==> config.mk <==
export PLATFORM = sky130hd
export DESIGN_NAME = mcb_write_arbiter_flat
export DESIGN_NICKNAME = d
export VERILOG_FILES = /design/src/rtl/mcb_write_arbiter_if.sv /design/src/rtl/mcb_write_arbiter.sv /design/src/flat_wrapper.sv
export SDC_FILE = /design/constraint.sdc
export NUM_CORES = 1
export LEC_CHECK = 0
export CAP_MARGIN = 10
export CORE_UTILIZATION = 45
export CTS_CLUSTER_DIAMETER = 80
export CTS_CLUSTER_SIZE = 10
export DETAILED_ROUTE_END_ITERATION = 7
export PLACE_DENSITY = 0.8
export SLEW_MARGIN = 10
export SYNTH_ARGS = -nofsm -noshare
export SYNTH_HDL_FRONTEND = slang
export SYNTH_SLANG_ARGS = --single-unit
==> constraint.sdc <==
create_clock -name clk -period 8.4 [get_ports clk]
set_input_delay 2.1 -clock clk [delete_from_list [all_inputs] [get_ports clk]]
set_output_delay 2.1 -clock clk [all_outputs]
set_load 0.01 [all_outputs]
==> src/rtl/mcb_write_arbiter_if.sv <==
// mcb_write_arbiter_if
//   Bundles the client-side word-write handshake and the MCB write-port
//   signals (command FIFO + write-data FIFO) shared by mcb_write_arbiter.
//   Client fields are flat vectors, one slice per client:
//     cli_req   [N]     client i has a word pending (held until ack)
//     cli_addr  [30*N]  byte address, bits [1:0] ignored
//     cli_data  [32*N]  write word
//     cli_mask  [4*N]   byte mask, 1 = byte not written
//     cli_ack   [N]     one-cycle pulse: word taken into the wr FIFO
//   MCB fields: mem_cmd_en/instr/bl/byte_addr/full, mem_wr_en/data/mask/full,
//   mem_wr_underrun, mem_wr_error.
//   Modports: slave = arbiter view, master = clients + MCB view.
interface mcb_write_arbiter_if #(
  parameter int NUM_CLIENTS = 2
);
  logic [NUM_CLIENTS-1:0]    cli_req;
  logic [30*NUM_CLIENTS-1:0] cli_addr;
  logic [32*NUM_CLIENTS-1:0] cli_data;
  logic [4*NUM_CLIENTS-1:0]  cli_mask;
  logic [NUM_CLIENTS-1:0]    cli_ack;

  logic        mem_cmd_en;
  logic [2:0]  mem_cmd_instr;
  logic [5:0]  mem_cmd_bl;
  logic [29:0] mem_cmd_byte_addr;
  logic        mem_cmd_full;
  logic        mem_wr_en;
  logic [31:0] mem_wr_data;
  logic [3:0]  mem_wr_mask;
  logic        mem_wr_full;
  logic        mem_wr_underrun;
  logic        mem_wr_error;

  modport slave (
    input  cli_req, cli_addr, cli_data, cli_mask,
    output cli_ack,
    output mem_cmd_en, mem_cmd_instr, mem_cmd_bl, mem_cmd_byte_addr,
    input  mem_cmd_full,
    output mem_wr_en, mem_wr_data, mem_wr_mask,
    input  mem_wr_full, mem_wr_underrun, mem_wr_error
  );

  modport master (
    output cli_req, cli_addr, cli_data, cli_mask,
    input  cli_ack,
    input  mem_cmd_en, mem_cmd_instr, mem_cmd_bl, mem_cmd_byte_addr,
    output mem_cmd_full,
    input  mem_wr_en, mem_wr_data, mem_wr_mask,
    output mem_wr_full, mem_wr_underrun, mem_wr_error
  );
endinterface

==> src/rtl/mcb_write_arbiter.sv <==
// mcb_write_arbiter
//   Shares one MCB write port between NUM_CLIENTS word-write clients.
//   A client is granted round-robin; runs of consecutive word addresses from
//   that client are pushed into the MCB wr FIFO and closed with a single
//   write command of up to MAX_BURST words.
// Ports
//   clk    system clock, rising edge
//   rst_n  asynchronous active-low reset
//   bus    mcb_write_arbiter_if.slave: client handshake + MCB cmd/wr FIFOs
//   err    sticky flag, set by mem_wr_underrun or mem_wr_error
module mcb_write_arbiter #(
  parameter int NUM_CLIENTS = 2,
  parameter int MAX_BURST   = 16
) (
  input  logic               clk,
  input  logic               rst_n,
  mcb_write_arbiter_if.slave bus,
  output logic               err
);
  localparam int GW = (NUM_CLIENTS > 1) ? $clog2(NUM_CLIENTS) : 1;
  localparam int CW = $clog2(MAX_BURST + 1);

  typedef enum logic [1:0] {IDLE, FILL, CMD} state_t;

  state_t        state, state_nxt;
  logic [GW-1:0] rr_ptr, grant, pick;
  logic [CW-1:0] count;
  // Addresses are tracked as 28-bit word addresses; byte bits are implied 0.
  logic [27:0]   base_word, next_word, pick_word, g_word;
  logic [31:0]   g_data;
  logic [3:0]    g_mask;
  logic          g_req, accept, cmd_fire;
  logic [5:0]    cmd_bl;
  logic [29:0]   cmd_addr;

  // First requester at or after ptr, scanning circularly.
  function automatic logic [GW-1:0] rr_pick(input logic [NUM_CLIENTS-1:0] req,
                                            input logic [GW-1:0] ptr);
    int idx;
    rr_pick = ptr;
    for (int i = NUM_CLIENTS - 1; i >= 0; i--) begin
      idx = int'(ptr) + i;
      if (idx >= NUM_CLIENTS) idx -= NUM_CLIENTS;
      if (req[idx]) rr_pick = GW'(idx);
    end
  endfunction

  function automatic logic [GW-1:0] rr_next(input logic [GW-1:0] g);
    int n;
    n = int'(g) + 1;
    if (n >= NUM_CLIENTS) n = 0;
    return GW'(n);
  endfunction

  always_comb begin
    pick      = rr_pick(bus.cli_req, rr_ptr);
    pick_word = bus.cli_addr[int'(pick)*30 + 2 +: 28];
    g_req     = bus.cli_req[grant];
    g_word    = bus.cli_addr[int'(grant)*30 + 2 +: 28];
    g_data    = bus.cli_data[int'(grant)*32 +: 32];
    g_mask    = bus.cli_mask[int'(grant)*4 +: 4];
    // A zero next_word with words already taken means the burst would wrap
    // the address space; that word has to start a fresh burst.
    accept    = (state == FILL) && g_req && !bus.mem_wr_full &&
                (g_word == next_word) && (count < CW'(MAX_BURST)) &&
                ((count == '0) || (next_word != '0));
    cmd_fire  = (state == CMD) && !bus.mem_cmd_full;
  end

  always_ff @(posedge clk or negedge rst_n) begin
    if (!rst_n) state <= IDLE;
    else        state <= state_nxt;
  end

  always_comb begin
    state_nxt = state;
    case (state)
      IDLE: if (|bus.cli_req) state_nxt = FILL;
      FILL: begin
        if (accept)                         state_nxt = FILL;
        else if (count != '0)               state_nxt = CMD;
        else if (g_req && bus.mem_wr_full)  state_nxt = FILL;
        else                                state_nxt = IDLE;
      end
      CMD:  if (cmd_fire) state_nxt = IDLE;
      default: state_nxt = IDLE;
    endcase
  end

  always_comb begin
    bus.mem_cmd_en        = cmd_fire;
    bus.mem_cmd_instr     = 3'b000;
    bus.mem_cmd_bl        = cmd_bl;
    bus.mem_cmd_byte_addr = cmd_addr;
    bus.mem_wr_en         = accept;
    bus.mem_wr_data       = (state == FILL) ? g_data : '0;
    bus.mem_wr_mask       = (state == FILL) ? g_mask : '0;
    for (int i = 0; i < NUM_CLIENTS; i++)
      bus.cli_ack[i] = accept && (int'(grant) == i);
  end

  always_ff @(posedge clk or negedge rst_n) begin
    if (!rst_n) begin
      rr_ptr   <= '0;
      grant    <= '0;
      count    <= '0;
      cmd_bl   <= '0;
      cmd_addr <= '0;
      err      <= 1'b0;
    end else begin
      if (bus.mem_wr_underrun || bus.mem_wr_error) err <= 1'b1;
      case (state)
        IDLE: if (|bus.cli_req) begin
          grant <= pick;
          count <= '0;
        end
        FILL: begin
          if (accept) begin
            count <= count + CW'(1);
          end else if (count != '0) begin
            // Command fields frozen here so they stay stable through CMD.
            cmd_bl   <= 6'(count - CW'(1));
            cmd_addr <= {base_word, 2'b00};
          end
        end
        CMD: if (cmd_fire) rr_ptr <= rr_next(grant);
        default: ;
      endcase
    end
  end

  // Address tracking is only meaningful once a grant is taken.
  always_ff @(posedge clk) begin
    if (state == IDLE) begin
      base_word <= pick_word;
      next_word <= pick_word;
    end else if (accept) begin
      next_word <= next_word + 28'd1;
    end
  end
endmodule
==> src/flat_wrapper.sv <==
// flat-port wrapper written by rule: the top's interface ports become plain ports
module mcb_write_arbiter_flat 
#(
  parameter int NUM_CLIENTS = 2,
  parameter int MAX_BURST   = 16
)
  (clk, rst_n, err, bus_cli_req, bus_cli_addr, bus_cli_data, bus_cli_mask, bus_cli_ack, bus_mem_cmd_en, bus_mem_cmd_instr, bus_mem_cmd_bl, bus_mem_cmd_byte_addr, bus_mem_cmd_full, bus_mem_wr_en, bus_mem_wr_data, bus_mem_wr_mask, bus_mem_wr_full, bus_mem_wr_underrun, bus_mem_wr_error);
  mcb_write_arbiter_if #(.NUM_CLIENTS(NUM_CLIENTS)) bus_i ();
  input  logic clk;
  input  logic rst_n;
  output logic err;
  input wire logic [$bits(bus_i.cli_req)-1:0] bus_cli_req;
  input wire logic [$bits(bus_i.cli_addr)-1:0] bus_cli_addr;
  input wire logic [$bits(bus_i.cli_data)-1:0] bus_cli_data;
  input wire logic [$bits(bus_i.cli_mask)-1:0] bus_cli_mask;
  output wire logic [$bits(bus_i.cli_ack)-1:0] bus_cli_ack;
  output wire logic [$bits(bus_i.mem_cmd_en)-1:0] bus_mem_cmd_en;
  output wire logic [$bits(bus_i.mem_cmd_instr)-1:0] bus_mem_cmd_instr;
  output wire logic [$bits(bus_i.mem_cmd_bl)-1:0] bus_mem_cmd_bl;
  output wire logic [$bits(bus_i.mem_cmd_byte_addr)-1:0] bus_mem_cmd_byte_addr;
  input wire logic [$bits(bus_i.mem_cmd_full)-1:0] bus_mem_cmd_full;
  output wire logic [$bits(bus_i.mem_wr_en)-1:0] bus_mem_wr_en;
  output wire logic [$bits(bus_i.mem_wr_data)-1:0] bus_mem_wr_data;
  output wire logic [$bits(bus_i.mem_wr_mask)-1:0] bus_mem_wr_mask;
  input wire logic [$bits(bus_i.mem_wr_full)-1:0] bus_mem_wr_full;
  input wire logic [$bits(bus_i.mem_wr_underrun)-1:0] bus_mem_wr_underrun;
  input wire logic [$bits(bus_i.mem_wr_error)-1:0] bus_mem_wr_error;
  assign bus_i.cli_req = bus_cli_req;
  assign bus_i.cli_addr = bus_cli_addr;
  assign bus_i.cli_data = bus_cli_data;
  assign bus_i.cli_mask = bus_cli_mask;
  assign bus_cli_ack = bus_i.cli_ack;
  assign bus_mem_cmd_en = bus_i.mem_cmd_en;
  assign bus_mem_cmd_instr = bus_i.mem_cmd_instr;
  assign bus_mem_cmd_bl = bus_i.mem_cmd_bl;
  assign bus_mem_cmd_byte_addr = bus_i.mem_cmd_byte_addr;
  assign bus_i.mem_cmd_full = bus_mem_cmd_full;
  assign bus_mem_wr_en = bus_i.mem_wr_en;
  assign bus_mem_wr_data = bus_i.mem_wr_data;
  assign bus_mem_wr_mask = bus_i.mem_wr_mask;
  assign bus_i.mem_wr_full = bus_mem_wr_full;
  assign bus_i.mem_wr_underrun = bus_mem_wr_underrun;
  assign bus_i.mem_wr_error = bus_mem_wr_error;
  mcb_write_arbiter #(.NUM_CLIENTS(NUM_CLIENTS), .MAX_BURST(MAX_BURST)) u_core (.clk(clk), .rst_n(rst_n), .bus(bus_i), .err(err));
endmodule
# Word-level counts from Yosys, hierarchy flattened
# Cells that the tools add are included.
dict set report totals {
  register_bits 100
  elab_cells 90
  out_inout_bits 80
}
dict set report op_classes {
  order_cmp 7
  shifts 4
  eq_ne 6
  multipliers 2
  n_reduce_logical 25
  n_bitwise 2
  mux 26
  n_addsub 9
}
# cell n
set op_table {}
lappend op_table {{$shiftx A60 B32 Y28} 2}
lappend op_table {{$mux W32} 3}
lappend op_table {{$add A32 B3 Y32 const B} 2}
lappend op_table {{$lt A32 B3 Y1 const B} 2}
lappend op_table {{$shiftx A64 B7 Y32} 1}
lappend op_table {{$mux W28} 2}
lappend op_table {{$ge A32 B3 Y1 const B} 1}
lappend op_table {{$sub A32 B3 Y32 const B} 1}
lappend op_table {{$add A28 B1 Y28 const B} 1}
lappend op_table {{$eq A28 B28 Y1} 1}
lappend op_table {{$reduce_bool A28 Y1} 1}
lappend op_table {{$mux W1} 12}
lappend op_table {{$mul A1 B4 Y5 const B} 2}
lappend op_table {{$mux W5} 2}
lappend op_table {{$pmux W5 S2} 1}
lappend op_table {{$logic_and A1 B1 Y1} 9}
lappend op_table {{$mux W2} 4}
lappend op_table {{$shiftx A8 B4 Y4} 1}
lappend op_table {{$pmux W2 S3} 1}
lappend op_table {{$reduce_and A2 Y1} 3}
lappend op_table {{$reduce_and A3 Y1} 2}
lappend op_table {{$sub A5 B1 Y6 const B} 1}
lappend op_table {{$add A5 B1 Y5 const B} 1}
lappend op_table {{$logic_not A5 Y1} 1}
lappend op_table {{other kinds (18)} 24}

# Logic depth before layout (Yosys ltp)
# Gate-level depths: netlist (run 1).
dict set report logic_depth {
  word_depth 12
  depth_mapped 10
  mapped_depth_nobuf 9
}

# Worst setup path after synthesis (run 1)
# No wires, ideal clock.
dict set report synth_path {
  path_type {input port to output port}
  start {input bus_cli_addr[36]}
  end {output bus_cli_ack[1]}
  arrival_time_ps 3518
  cell_stages 7
  path_slack_ps 2782
  t_required_ps 6300
  cell_sequence {mux2i_1 > xnor2_1 > nor4_1 > nand4_1 > or3_1 > nor2_1 > and2_1}
}
dict set report synth_via {
  elab_chain_cells 6
}
# item line_no
set synth_lines {}
lappend synth_lines {{start: declaration} flat_wrapper.sv:13} ;# input wire logic [$bits(bus_i.cli_addr)-1:0] bus_cli_addr;
lappend synth_lines {{$shiftx A60 B32 Y28} mcb_write_arbiter.sv:59} ;# g_word = bus.cli_addr[int'(grant)*30 + 2 +: 28];
lappend synth_lines {{$eq A28 B28 Y1} mcb_write_arbiter.sv:65} ;# (g_word == next_word) && (count < CW'(MAX_BURST)) &&
lappend synth_lines {{$logic_and A1 B1 Y1} mcb_write_arbiter.sv:64} ;# accept = (state == FILL) && g_req && !bus.mem_wr_full &&
lappend synth_lines {{$logic_and A1 B1 Y1 (2 in series)} mcb_write_arbiter.sv:65}
lappend synth_lines {{via bus_mem_wr_en} flat_wrapper.sv:22} ;# output wire logic [$bits(bus_i.mem_wr_en)-1:0] bus_mem_wr_en;
lappend synth_lines {{$logic_and A1 B1 Y1} mcb_write_arbiter.sv:99} ;# bus.cli_ack[i] = accept && (int'(grant) == i);
lappend synth_lines {{end: declaration} flat_wrapper.sv:16} ;# output wire logic [$bits(bus_i.cli_ack)-1:0] bus_cli_ack;
# The timed path passes the listed nets, and every way through them passes these cells.

# Final worst setup path (run 1)
dict set report layout_path {
  start {input bus_cli_addr[59]}
  end {output bus_cli_ack[1]}
}
dict set report layout_via {
  elab_chain_cells 6
}
# item line_no
set layout_lines {}
lappend layout_lines {{$shiftx A60 B32 Y28} mcb_write_arbiter.sv:59}
lappend layout_lines {{$eq A28 B28 Y1} mcb_write_arbiter.sv:65}
lappend layout_lines {{$logic_and A1 B1 Y1} mcb_write_arbiter.sv:64}
lappend layout_lines {{$logic_and A1 B1 Y1 (2 in series)} mcb_write_arbiter.sv:65}
lappend layout_lines {{$logic_and A1 B1 Y1} mcb_write_arbiter.sv:99}
# Every way passes these cells.

==> results.cfg, run 1 <==
[status]
outcome = finished clean

[yosys]
synthMuxAreaShare = 0.237
synth_compound_area_frac = 0.0399
ys_types = 46
async_flop_share = 0.440
yosysSeqAreaShare = 0.455
yosys.area_share.adder = 0.0119
synth.avg_cell_area_sq_um = 11.2
synthTopCellsByArea = edfxtp_1 (27%), dfrtp_1 (18%), mux2i_1 (11%)
ys_ff_latch = 100
yosys_most_used_dff = edfxtp_1
synthXorXnorAreaFrac = 0.0816
synth_top_family_by_area = multiplexers
synth_edf_count = 56
synth_warnings = 0
netlist_area_sq_mm = 0.00612
netlist_instances = 547
synth_top_cell_area_share = 0.275
yosysTopAreaCell = edfxtp_1
synth-simple-area-share = 0.136

[worst_setup_path]
end_kind = output port
ff2ff_setup_slack_ns = 4.41
crit_buf_inv = 2
cp_data_required_time_ns = 6.30
crit_arrival_ns = 4.69
rr_worst_depth = 7
worst_setup_path_start_kind = input port
cpLargestDelayFamily = simple AND/OR/NAND/NOR gates
crit_top_cell = clkdlybuf4s50_1
r2r-end = u_core.next_word[2]$_DFFE_PP_
critical_path_peak_fanout = 3
worstSetupPathType = input port to output port
r2r-start = u_core.grant$_DFFE_PN0P_
cpPeakStageDelay_ns = 0.55
slowest_stage = clkdlybuf4s50_1
cp_cell_sequence = clkdlybuf4s50_1, mux2i_1, xnor2_1, nor4_1, nand4_1, or3_1, nor2_1, and2_1, clkdlybuf4s50_1

[route]
drc = 0
dr.first_iter.drc_count = 389
dr.pass1.iters = 5
wl_microns = 19000
dr_total_vias = 4973
drt-vias-per-instance = 5.38
ant_nets = 0
wire_per_inst_microns = 20.6

[worst_hold_path]
hold_class = flop to flop
hold_depth = 1
hp-start = u_core.base_word[2]$_DFFE_PP_
min_to = u_core.bus.mem_cmd_byte_addr[4]$_DFFE_PN0P_

[timing]
fmax_mhz = 147
timing.final.ws_setup_ns = 1.61
fin_tns_setup_ns = 0
relSlewSlack = 0.246
period_share = 0.809
final_hold_viol_count = 0
rsz0062_at_grt = false
fin_crit_ns = 6.79
fin_skew_ns = 0.00989
tightest_slew_ns = 1.13
whs_ns = 0.474
slew_viol_final = 0
finalSetupViolCount = 0

[cells_and_area]
design_area_sq_mm = 0.00858
fin_cells = 924
final_common_cell = clkdlybuf4s50_1
final_cell_mix = clkdlybuf4s50_1 (209), mux2i_1 (66), edfxtp_1 (56)
drive_gt1_frac = 0.119
syn_to_final_growth_pct = 40.2
layout.nets = 888
antenna_cells = 0
final_core_util = 0.648

[grt]
grt_max_degree = 82
track_usage = 0.273
grt_pass1_vias = 4964
grt_pass1_wl_microns = 28900
grt_overflow = 0
antenna_found_initial = 0

[clock_tree]
cts_tree = done
clk_path_buf_depth = 2
cts_setup_buffers = 0
clkLatencyLatePin_ns = 0.35
h-tree-depth = 3
cts.sinks = 100
clkTransAtPathRegs_ns = 0.07
ctsHoldBuffers = 0
cts_resized = 0
cts-root-buf = clkbuf_16
cts_buffers = 9

[power]
cellPowerDensity_mw_per_mm2 = 357
pwr-share-comb = 0.515
cellLeakagePower_nw = 3.36
p_int_mw = 1.86
seqPwrFrac = 0.355
p_total_mw = 3.06
switching_share = 0.394
clkPwrFrac = 0.130
vdd_ir_drop_max_uv = 161
p_sw_mw = 1.21

[die]
ios = 220
dieWidth_microns = 119
rows = 42
core_sq_mm = 0.0132
start_util = 0.462
dieArea_sq_mm = 0.0141
die_y_microns = 119

[flow_run]
maxCapViolCount = 0

[place]
dp_cells = 908
gp_congestion = 0.927
dpl.hpwl_microns = 14700
place_area_sq_mm = 0.00830
place_ws_ns = 1.64
numPortBuffers = 210
## sequential cells by signal, indices dropped and copies added, names as in the netlist
signal / flops
u_core.rr_ptr: 1
u_core.state: 2
u_core.base_word: 28
u_core.bus.mem_cmd_byte_addr: 28
u_core.next_word: 28
u_core.bus.mem_cmd_bl: 6
u_core.grant: 1
u_core.err: 1
u_core.count: 5
## power by group through the flow
stage	clock network [mW]	registers [mW]	logic [mW]
after detailed placement	0	1.09	1.56
after floorplan	0	1.02	0.972
final	0.398	1.09	1.58
after CTS	0.398	1.08	1.57
after global placement	0	1.07	1.53
after global routing	0.420	1.12	1.68
## cell families after synthesis
kind of cell	count (synthesis)
xor gates and xnor gates	57
AOI/OAI and AO/OA	43
buffers and inverters	44
muxes	127
other	1
DFF	100
and+or+nand+nor	169
adders and majority gates	6
## routing by layer
layer  vias up  track usage  wire, microns
met5         -            0              0
met3        18       0.0502           1270
met2       210        0.434           9020
met1      2407        0.386           8500
li1       2338            -              -
met4         0       0.0593            203
## final cells by class
type	count	area, sq um
tap	176	220
timing repair buffer	215	2130
sequential	100	2790
clock inverter	7	58.8
inverter	10	37.5
clock buffer	9	225
fill	1027	4660
multi-input combinational	407	3120
## worst max path at each step
| stage | from | to | slack, ns | cells past startpoint |
|---|---|---|---|---|
| 4_1_cts | bus_cli_addr[59] | bus_cli_ack[1] | 1.62 | 9 |
| 2_1_floorplan | bus_cli_addr[36] | bus_cli_ack[1] | 2.78 | 7 |
| 3_5_place_dp | bus_cli_addr[59] | bus_cli_ack[1] | 1.64 | 9 |
| 3_3_place_gp | bus_cli_addr[28] | bus_cli_ack[1] | 1.68 | 9 |
| 6_report | bus_cli_addr[59] | bus_cli_ack[1] | 1.61 | 9 |
| 5_1_grt | bus_cli_addr[55] | bus_cli_ack[1] | 1.45 | 9 |
## synthesized netlist by cell type (9+ instances only)
cell type and n:
edfxtp_1 56, mux2_4 28, nor2_1 51, o21ai_0 31, mux2i_1 66, dfrtp_1 44, nand3_1 13, buf_1 9
nor4_1 18, xor2_1 22, inv_1 9, xnor2_1 35, mux2_2 33, nand2_1 48, clkbuf_1 10
No activity file was read; power rests on OpenSTA's default activity.
==> inputs of run 2 (changes only) <==
- CORE_UTILIZATION: 45 -> 41
- PLACE_DENSITY: 0.8 -> 0.77
- clock period: 8.4 -> 5.5 ns (I/O delays scaled with it)
==> results.cfg, run 2 (same netlist as run 1, synthesis figures left out) <==
[status]
outcome = finished clean

[route]
dr.first_iter.drc_count = 254
dr_total_vias = 4942
wire_per_inst_microns = 18.0
drt-vias-per-instance = 5.29
ant_nets = 0
dr.pass1.iters = 5
drc = 0
wl_microns = 16900

[cells_and_area]
syn_to_final_growth_pct = 40.9
design_area_sq_mm = 0.00863
final_common_cell = clkdlybuf4s50_1
final_cell_mix = clkdlybuf4s50_1 (209), mux2i_1 (66), edfxtp_1 (56)
drive_gt1_frac = 0.123
antenna_cells = 0
layout.nets = 891

[die]
die_y_microns = 124
dieWidth_microns = 124
dieArea_sq_mm = 0.0154
rows = 44
core_sq_mm = 0.0145
start_util = 0.421
ios = 220

[power]
vdd_ir_drop_max_uv = 193
clkPwrFrac = 0.135
cellLeakagePower_nw = 3.37
switching_share = 0.380
seqPwrFrac = 0.351
p_sw_mw = 1.76
p_int_mw = 2.88
pwr-share-comb = 0.514
cellPowerDensity_mw_per_mm2 = 538

[timing]
finalSetupViolCount = 0
fmax_mhz = 185
fin_skew_ns = 0.00993
tightest_slew_ns = 1.02
fin_tns_setup_ns = 0
period_share = 0.983
final_hold_viol_count = 0
slew_viol_final = 0
rsz0062_at_grt = false
fin_crit_ns = 5.41
relSlewSlack = 0.319

[worst_setup_path]
cp_data_required_time_ns = 4.12
end_kind = output port
rr_worst_depth = 8
worst_setup_path_start_kind = input port
ff2ff_setup_slack_ns = 2.22
crit_arrival_ns = 4.03
worstSetupPathType = input port to output port
critical_path_peak_fanout = 3

[worst_hold_path]
hold_depth = 1
hold_class = flop to flop

[grt]
use_met1 = 0.310
grt_use_met3 = 0.0421
track_usage = 0.215
grt_overflow = 0
grt_pass1_vias = 4642
grt_use_met2 = 0.327
antenna_found_initial = 0
grt_max_degree = 46
busiest_layer = met2
grt_pass1_wl_microns = 24700

[clock_tree]
clkTransAtPathRegs_ns = 0.07
cts-root-buf = clkbuf_16
cts_setup_buffers = 0
cts_tree = done
cts.sinks = 100
h-tree-depth = 3
cts_buffers = 9
clkLatencyLatePin_ns = 0.35
clk_path_buf_depth = 2

[flow_run]
maxCapViolCount = 0

[place]
dpl.hpwl_microns = 12800
numPortBuffers = 210
place_area_sq_mm = 0.00833
gp_congestion = 0.948
==> run 2: critical path, stage by stage <==
cell and delay [ns]:
clkdlybuf4s50_1 0.43, mux2i_1 0.28, xnor2_1 0.15, nor4_1 0.29, nand4_1 0.13, or3_1 0.49
nor2_1 0.19, and2_1 0.15, clkdlybuf4s50_1 0.55
==> run 2: through the flow <==
| stage | total power, mW | utilization | instances | setup slack (ns) | hold WS (ns) |
|---|---|---|---|---|---|
| floorplan | 3.05 | - | 551 | 1.33 | 0.454 |
| global placement | 3.94 | 0.573 | 919 | 0.149 | 0.449 |
| detailed placement | 4.01 | 0.573 | 919 | 0.103 | 0.454 |
| CTS | 4.65 | 0.593 | 935 | 0.0973 | 0.471 |
| global route | 4.93 | 0.594 | 935 | 0.0344 | 0.472 |
| finish | 4.64 | 0.594 | 935 | 0.0929 | 0.467 |
==> run 2: final cells by class <==
cell class | count | area [sq um]
inverter | 10 | 37.5
sequential | 100 | 2790
multi-input combinational | 407 | 3130
tap | 184 | 230
timing repair buffer | 218 | 2160
fill | 1227 | 5910
clock buffer | 12 | 236
clock inverter | 4 | 50.0
==> run 2: repair_timing <==
action / CTS / global route
setup endpoints to repair: 0 / 2
resized for setup: 0 / 2
hold buffers: 0 / 0
==> run 2: worst paths after layout <==
path / start / end
max in group asynchronous: rst_n / u_core.grant$_DFFE_PN0P_
min in group asynchronous: rst_n / u_core.bus.mem_cmd_byte_addr[17]$_DFFE_PN0P_
hold reg to reg: u_core.err$_DFFE_PN0P_ / u_core.err$_DFFE_PN0P_
setup / recovery: bus_cli_addr[59] / bus_cli_ack[1]
setup reg to reg: u_core.grant$_DFFE_PN0P_ / u_core.next_word[11]$_DFFE_PP_
hold / removal: u_core.err$_DFFE_PN0P_ / u_core.err$_DFFE_PN0P_
==> run 2: power by group through the flow <==
stage	Clock, mW	Sequential, mW	Combinational (mW)
final	0.626	1.63	2.39
after global routing	0.667	1.68	2.58
after CTS	0.637	1.63	2.38
after detailed placement	0	1.64	2.37
after global placement	0	1.62	2.32
after floorplan	0	1.56	1.48
==> run 2: routing by layer <==
metal | wire, microns | up-vias
li1 | - | 2348
met1 | 7620 | 2419
met3 | 1020 | 12
met5 | 0 | -
met2 | 8050 | 163
met4 | 186 | 0
